### config.mk
export PLATFORM = sky130hd
export DESIGN_NAME = event_recorder
export DESIGN_NICKNAME = d
export VERILOG_FILES = /design/src/rtl/event_recorder.sv
export SDC_FILE = /design/constraint.sdc
export NUM_CORES = 1
export LEC_CHECK = 0
export CAP_MARGIN = 20
export CORE_ASPECT_RATIO = 1.4
export CORE_UTILIZATION = 44
export CTS_CLUSTER_SIZE = 12
export DETAILED_ROUTE_END_ITERATION = 8
export GPL_ROUTABILITY_DRIVEN = 0
export PLACE_DENSITY = 0.57
export SLEW_MARGIN = 20
export SYNTH_ARGS = -nofsm -noshare
export SYNTH_HDL_FRONTEND = slang
export SYNTH_SLANG_ARGS = --single-unit
### constraint.sdc
create_clock -name clk -period 6.7 [get_ports clk]
set_input_delay 1.34 -clock clk [delete_from_list [all_inputs] [get_ports clk]]
set_output_delay 1.34 -clock clk [all_outputs]
set_load 0.03 [all_outputs]
### src/rtl/event_recorder.sv
// event_recorder: turns monitor and stability-checker outcomes into
// timestamped records and buffers them in a show-ahead FIFO for a
// valid/ready consumer.
module event_recorder #(
  parameter int   DATA_WIDTH = 8,
  parameter int   TIME_WIDTH = 32,
  parameter int   DEPTH      = 8,
  parameter int   TIMEOUT    = 16,
  parameter logic MON_ACTIVE = 1'b1
) (
  input  logic                    clk,
  input  logic                    rst,
  input  logic                    mon_arm,
  input  logic                    mon_datum,
  input  logic                    stb_flag,
  input  logic [DATA_WIDTH-1:0]   stb_data,
  input  logic                    evt_ready,
  output logic                    evt_valid,
  output logic [2:0]              evt_level,
  output logic [1:0]              evt_code,
  output logic [TIME_WIDTH-1:0]   evt_time,
  output logic [DATA_WIDTH-1:0]   evt_data,
  output logic [$clog2(DEPTH):0]  evt_count,
  output logic                    overflow
);

  localparam int AW    = $clog2(DEPTH);
  localparam int CW    = AW + 1;
  localparam int FW    = CW + 1;
  localparam int CYW   = $clog2(TIMEOUT + 1);
  localparam int REC_W = 5 + TIME_WIDTH + DATA_WIDTH;

  localparam logic [2:0] LVL_INFO  = 3'd2;
  localparam logic [2:0] LVL_ERROR = 3'd4;
  localparam logic [1:0] CODE_MON  = 2'd0;
  localparam logic [1:0] CODE_STB  = 2'd1;

  localparam logic [63:0] DATA_MAX = (64'd1 << DATA_WIDTH) - 64'd1;

  // Clamp a cycle count into the payload width.
  function automatic logic [DATA_WIDTH-1:0] sat_data(input logic [63:0] v);
    if (v > DATA_MAX) return {DATA_WIDTH{1'b1}};
    return v[DATA_WIDTH-1:0];
  endfunction

  typedef enum logic {MON_IDLE, MON_WAIT} mon_state_e;
  typedef enum logic {STB_IDLE, STB_HOLD} stb_state_e;

  logic [TIME_WIDTH-1:0] ts_q;

  mon_state_e            mon_state_q, mon_state_d;
  logic [CYW-1:0]        cyc_q, cyc_d;
  logic                  mon_push;
  logic [2:0]            mon_lvl;
  logic [DATA_WIDTH-1:0] mon_dat;

  stb_state_e            stb_state_q, stb_state_d;
  logic [DATA_WIDTH-1:0] ref_q, ref_d;
  logic                  err_q, err_d;
  logic                  stb_push;
  logic [2:0]            stb_lvl;
  logic [DATA_WIDTH-1:0] stb_dat;

  logic [REC_W-1:0]      mem [DEPTH];
  logic [AW-1:0]         wptr_q, wptr_d, rptr_q, rptr_d, wptr_p1;
  logic [CW-1:0]         count_q, count_d;
  logic                  ovf_q, ovf_d;
  logic [REC_W-1:0]      head_q, head_d;
  logic [REC_W-1:0]      mon_rec, stb_rec, first_rec;
  logic                  pop, acc_mon, acc_stb, first_we, second_we;
  logic [FW-1:0]         free;
  logic [1:0]            n_push;

  // Free-running timestamp, wraps silently.
  always_ff @(posedge clk or posedge rst) begin
    if (rst) ts_q <= '0;
    else     ts_q <= ts_q + TIME_WIDTH'(1);
  end

  // Monitor state register.
  always_ff @(posedge clk or posedge rst) begin
    if (rst) begin
      mon_state_q <= MON_IDLE;
      cyc_q       <= '0;
    end else begin
      mon_state_q <= mon_state_d;
      cyc_q       <= cyc_d;
    end
  end

  // Monitor next state: wait for the active level or give up after TIMEOUT.
  always_comb begin
    mon_state_d = mon_state_q;
    cyc_d       = cyc_q;
    mon_push    = 1'b0;
    mon_lvl     = LVL_INFO;
    mon_dat     = '0;
    case (mon_state_q)
      MON_IDLE: begin
        if (mon_arm) begin
          mon_state_d = MON_WAIT;
          cyc_d       = '0;
        end
      end
      MON_WAIT: begin
        if (mon_datum == MON_ACTIVE) begin
          mon_push    = 1'b1;
          mon_lvl     = LVL_INFO;
          mon_dat     = sat_data(64'(cyc_q));
          mon_state_d = MON_IDLE;
        end else if (cyc_q == CYW'(TIMEOUT)) begin
          mon_push    = 1'b1;
          mon_lvl     = LVL_ERROR;
          mon_dat     = sat_data(64'(TIMEOUT));
          mon_state_d = MON_IDLE;
        end else begin
          cyc_d = cyc_q + CYW'(1);
        end
      end
      default: mon_state_d = MON_IDLE;
    endcase
  end

  // Stability checker state register.
  always_ff @(posedge clk or posedge rst) begin
    if (rst) begin
      stb_state_q <= STB_IDLE;
      ref_q       <= '0;
      err_q       <= 1'b0;
    end else begin
      stb_state_q <= stb_state_d;
      ref_q       <= ref_d;
      err_q       <= err_d;
    end
  end

  // Stability next state: one ERROR per change, INFO at close if clean.
  always_comb begin
    stb_state_d = stb_state_q;
    ref_d       = ref_q;
    err_d       = err_q;
    stb_push    = 1'b0;
    stb_lvl     = LVL_INFO;
    stb_dat     = '0;
    case (stb_state_q)
      STB_IDLE: begin
        if (stb_flag) begin
          ref_d       = stb_data;
          err_d       = 1'b0;
          stb_state_d = STB_HOLD;
        end
      end
      STB_HOLD: begin
        if (!stb_flag) begin
          if (!err_q) begin
            stb_push = 1'b1;
            stb_lvl  = LVL_INFO;
            stb_dat  = ref_q;
          end
          stb_state_d = STB_IDLE;
        end else if (stb_data != ref_q) begin
          stb_push = 1'b1;
          stb_lvl  = LVL_ERROR;
          stb_dat  = stb_data;
          ref_d    = stb_data;
          err_d    = 1'b1;
        end
      end
      default: stb_state_d = STB_IDLE;
    endcase
  end

  assign mon_rec = {mon_lvl, CODE_MON, ts_q, mon_dat};
  assign stb_rec = {stb_lvl, CODE_STB, ts_q, stb_dat};
  assign wptr_p1 = wptr_q + AW'(1);

  // FIFO admission: monitor gets first claim on free slots, then stabilize.
  always_comb begin
    pop       = (count_q != '0) && evt_ready;
    free      = FW'(DEPTH) - {1'b0, count_q} + FW'(pop);
    acc_mon   = mon_push && (free >= FW'(1));
    acc_stb   = stb_push && (free >= (acc_mon ? FW'(2) : FW'(1)));
    ovf_d     = ovf_q | (mon_push & ~acc_mon) | (stb_push & ~acc_stb);
    first_we  = acc_mon | acc_stb;
    second_we = acc_mon & acc_stb;
    first_rec = acc_mon ? mon_rec : stb_rec;
    n_push    = {1'b0, first_we} + {1'b0, second_we};
    count_d   = count_q + CW'(n_push) - CW'(pop);
    wptr_d    = wptr_q + AW'(n_push);
    rptr_d    = rptr_q + AW'(pop);
    head_d    = head_q;
    if (count_d != '0) begin
      if (first_we && (rptr_d == wptr_q))        head_d = first_rec;
      else if (second_we && (rptr_d == wptr_p1)) head_d = stb_rec;
      else                                       head_d = mem[rptr_d];
    end
  end

  // FIFO pointers, occupancy, sticky overflow and the held head record.
  always_ff @(posedge clk or posedge rst) begin
    if (rst) begin
      wptr_q  <= '0;
      rptr_q  <= '0;
      count_q <= '0;
      ovf_q   <= 1'b0;
      head_q  <= '0;
    end else begin
      wptr_q  <= wptr_d;
      rptr_q  <= rptr_d;
      count_q <= count_d;
      ovf_q   <= ovf_d;
      head_q  <= head_d;
    end
  end

  // Record storage; the second write slot is used only when both records fit.
  always_ff @(posedge clk) begin
    if (first_we)  mem[wptr_q]  <= first_rec;
    if (second_we) mem[wptr_p1] <= stb_rec;
  end

  assign evt_valid = (count_q != '0);
  assign evt_count = count_q;
  assign overflow  = ovf_q;
  assign evt_level = head_q[REC_W-1 -: 3];
  assign evt_code  = head_q[REC_W-4 -: 2];
  assign evt_time  = head_q[DATA_WIDTH +: TIME_WIDTH];
  assign evt_data  = head_q[DATA_WIDTH-1:0];

endmodule

==> metrics.txt <==
TNS Setup 0 ns; Netlist cell types between 60 and 70; Startpoint Class primary input; nets between 1500 and 2000; final instance area approximately 24000 um^2; Avg Cell Area, Syn 13.6 um^2; die footprint 47900 um^2; Post-synth EDFFs between 300 and 400; Worst path slowest cell clkdlybuf4s50_1; largest net degree at the start of global routing 64; drt wl/cell 20.9 um; Placed Area roughly 22000 um^2; f_max about 160 MHz; HP Class flop to flop; DP HPWL approximately 28000 um; TritonRoute pass-1 iters 6; clock tree from TritonCTS done; CP Class primary input to flop; max capacitance violation total 0; number of global-route vias before repair ~13000; initial antenna violation count 0; dominant synthesized flop cell edfxtp_1; Post-Syn Area 20700 um^2; Ports 65; hold buffers post-CTS 0; wire length of the first global-routing pass around 73000 um; Max FO, Critical Path 34; Final min period slightly above 6 ns; CP arrival 6.57 ns; register area share after synthesis 61.8%; GR Util All Layers between 10% and 20%; DR vias ~12000; clock latency on the worst-skew pair between 0.5 and 0.6 ns; clk sinks 446; Overflow after GRT 0; Synth top area share 48.7%; Static Leak between 0.008 and 0.009 uW; Final Max Tran Viols 0; Layout Skew between 0.015 and 0.02 ns; core footprint ~46000 um^2; Req. time, crit path just over 7 ns; Area Growth Syn to Fin 13.8%; pwr dens 489 nW/um^2; Setup violations, final 0; number of cell rows just over 90; DIE HEIGHT about 260 um; drt drc 0; cts repair resizes 0; Post-Synthesis Cells about 1500; VDD IR max about 0.37 mV; Synth Warn # 0; total CTS buffers 46; final wirelength roughly 46000 um; crit-path leading delay family adder cells; Root Driver clkbuf_16; number of antenna diodes 0; IO buf count between 60 and 70; CTS H-tree lvls 2; CP Buf/Inv Count 8; CP endpoint kind flop; # fillers between 3000 and 4000; outcome completed; Least-Margin Pin Slew roughly 1.1 ns; fin util between 50 and 60%; unrepaired setup endpoints after global routing false; post-DR vias/cell 5.45; post-synth top area cell edfxtp_1; register area 12800 um^2; Synth area leaders edfxtp_1, dfrtp_1, mux4_2; Yosys reg bits ~450; Tcrit/Tclk final 91.2%; CP max stage delay 0.46 ns; post-CTS setup buffer count 0; Slew HR 27.9%; clock slew at reported path FFs 0.06 ns; multi-input logic area between 7000 and 8000 um^2; 1st-iter DRT viols about 730; Starting Density around 45%; Longest Clk Path Bufs 3; die span in x 185 um; Hold Vio Cnt, Final 0; share of cells above drive strength 1 around 14%; Post-DRT Antenna Nets 0; Synth async-reset ratio between 20% and 30%
## cells in the mapped netlist, types with 5 or more instances
| cell type | instances |
|---|---|
| a211o_1 | 5 |
| a21oi_1 | 17 |
| a22oi_1 | 7 |
| a22oi_4 | 5 |
| and2_1 | 188 |
| and3_1 | 8 |
| and4_1 | 5 |
| buf_1 | 6 |
| buf_2 | 28 |
| clkbuf_1 | 84 |
| dfrtp_1 | 102 |
| dfxtp_1 | 8 |
| edfxtp_1 | 336 |
| ha_1 | 21 |
| inv_1 | 32 |
| mux2_2 | 8 |
| mux2i_1 | 35 |
| mux4_2 | 86 |
| nand2_1 | 133 |
| nand3_1 | 24 |
| nand4_1 | 12 |
| nor2_1 | 46 |
| nor2b_1 | 68 |
| o21a_1 | 9 |
| o21ai_0 | 61 |
| o21ai_1 | 10 |
| o22ai_1 | 62 |
| o32a_1 | 5 |
| or3_1 | 7 |
| xnor2_1 | 33 |
| xor2_1 | 19 |
## cells by family (layout without fill, tap and decap cells)
| kind of cell | Yosys count | in the layout | share of synthesized area [%] |
|---|---|---|---|
| muxes | 129 | 129 | 11.5 |
| adders and majority gates | 23 | 23 | 1.46 |
| other | 1 | 2 | 0.0181 |
| and+or+nand+nor | 509 | 509 | 13.3 |
| DFF | 446 | 446 | 61.8 |
| AOI/OAI and AO/OA | 203 | 203 | 6.53 |
| xor gates and xnor gates | 54 | 54 | 2.39 |
| buffers and inverters | 153 | 231 | 2.98 |
## cells in the final DEF, fill, tap and decap left out, drive strengths merged, types with 5 or more instances in the layout
cell type	n
nand4	12
mux2i	35
nor2b	68
edfxtp	336
mux4	86
ha	21
o22ai	62
inv	31
o32a	5
nor2	46
nand2	133
xor2	19
clkdlybuf4s50	62
a21oi	17
and2	188
xnor2	34
nand3	24
o21ai	71
clkbuf	76
mux2	8
dfxtp	8
o21a	9
and3	8
buf	51
clkinv	10
dfrtp	102
a211o	5
or3	7
a22oi	14
and4	5
## final cells by class
type / count / share of cell area (%)
clock inverter: 9 / 0.175
multi-input combinational: 920 / 31.2
sequential: 446 / 54.3
tap: 617 / 3.28
timing repair buffer: 113 / 4.57
clock buffer: 76 / 5.89
inverter: 33 / 0.542
## final timing paths
check / depth (start not counted) / startpoint / endpoint / slack, ns
max in group asynchronous: 3 / rst / head_q[17]$_DFFE_PP0P_ / 4.22
min in group asynchronous: 2 / rst / head_q[39]$_DFFE_PP0P_ / 1.22
max: 28 / evt_ready / head_q[0]$_DFFE_PP0P_ / 0.59
min reg2reg: 2 / mem[1][40]$_SDFFE_PP1P_ / mem[1][40]$_SDFFE_PP1P_ / 0.44
min: 2 / mem[1][40]$_SDFFE_PP1P_ / mem[1][40]$_SDFFE_PP1P_ / 0.44
max reg2reg: 30 / evt_count[2]$_DFF_PP0_ / head_q[0]$_DFFE_PP0P_ / 0.98
## worst min-delay path, cell delays in order (launching register included)
cell     delay, ns
dfxtp_1       0.31
nand2_1       0.05
nand2_1       0.04
## flip-flops by register name (all words and copies together) (netlist names)
name,cells
evt_count,4
head_q,43
err_q,1
cyc_q,5
mem,344
stb_state_q,1
wptr_q,3
ts_q,32
rptr_q,3
mon_state_q,1
ref_q,8
overflow,1
## power by group
group	internal [uW]	leakage, uW	switching [uW]
registers	3770	0.00430	265
logic	2050	0.00331	2980
clock network	1410	0.000691	1040
## per-layer routing
| metal | part of all wire, % | routed length [um] | vias up | global-route usage, % |
|---|---|---|---|---|
| li1 | - | - | 5632 | - |
| met1 | 42 | 19400 | 6149 | 25.1 |
| met2 | 53 | 24400 | 228 | 36.0 |
| met3 | 3.5 | 1640 | 61 | 2.59 |
| met4 | 1.8 | 851 | 0 | 5.10 |
| met5 | 0 | 0 | - | 0 |
## per-stage QoR
stage                     instances  hold slack, ns  power, uW  setup WS, ns
final                          2214           0.443      11500         0.592
after global routing           2214           0.464      12200         0.135
after CTS                      2212           0.448      11700         0.542
after detailed placement       2127           0.438       9200     0.0000866
after global placement         2127           0.429       9110         0.111
after floorplan                1519           0.418       7520         0.440
Power figures use the tool's default switching activity.
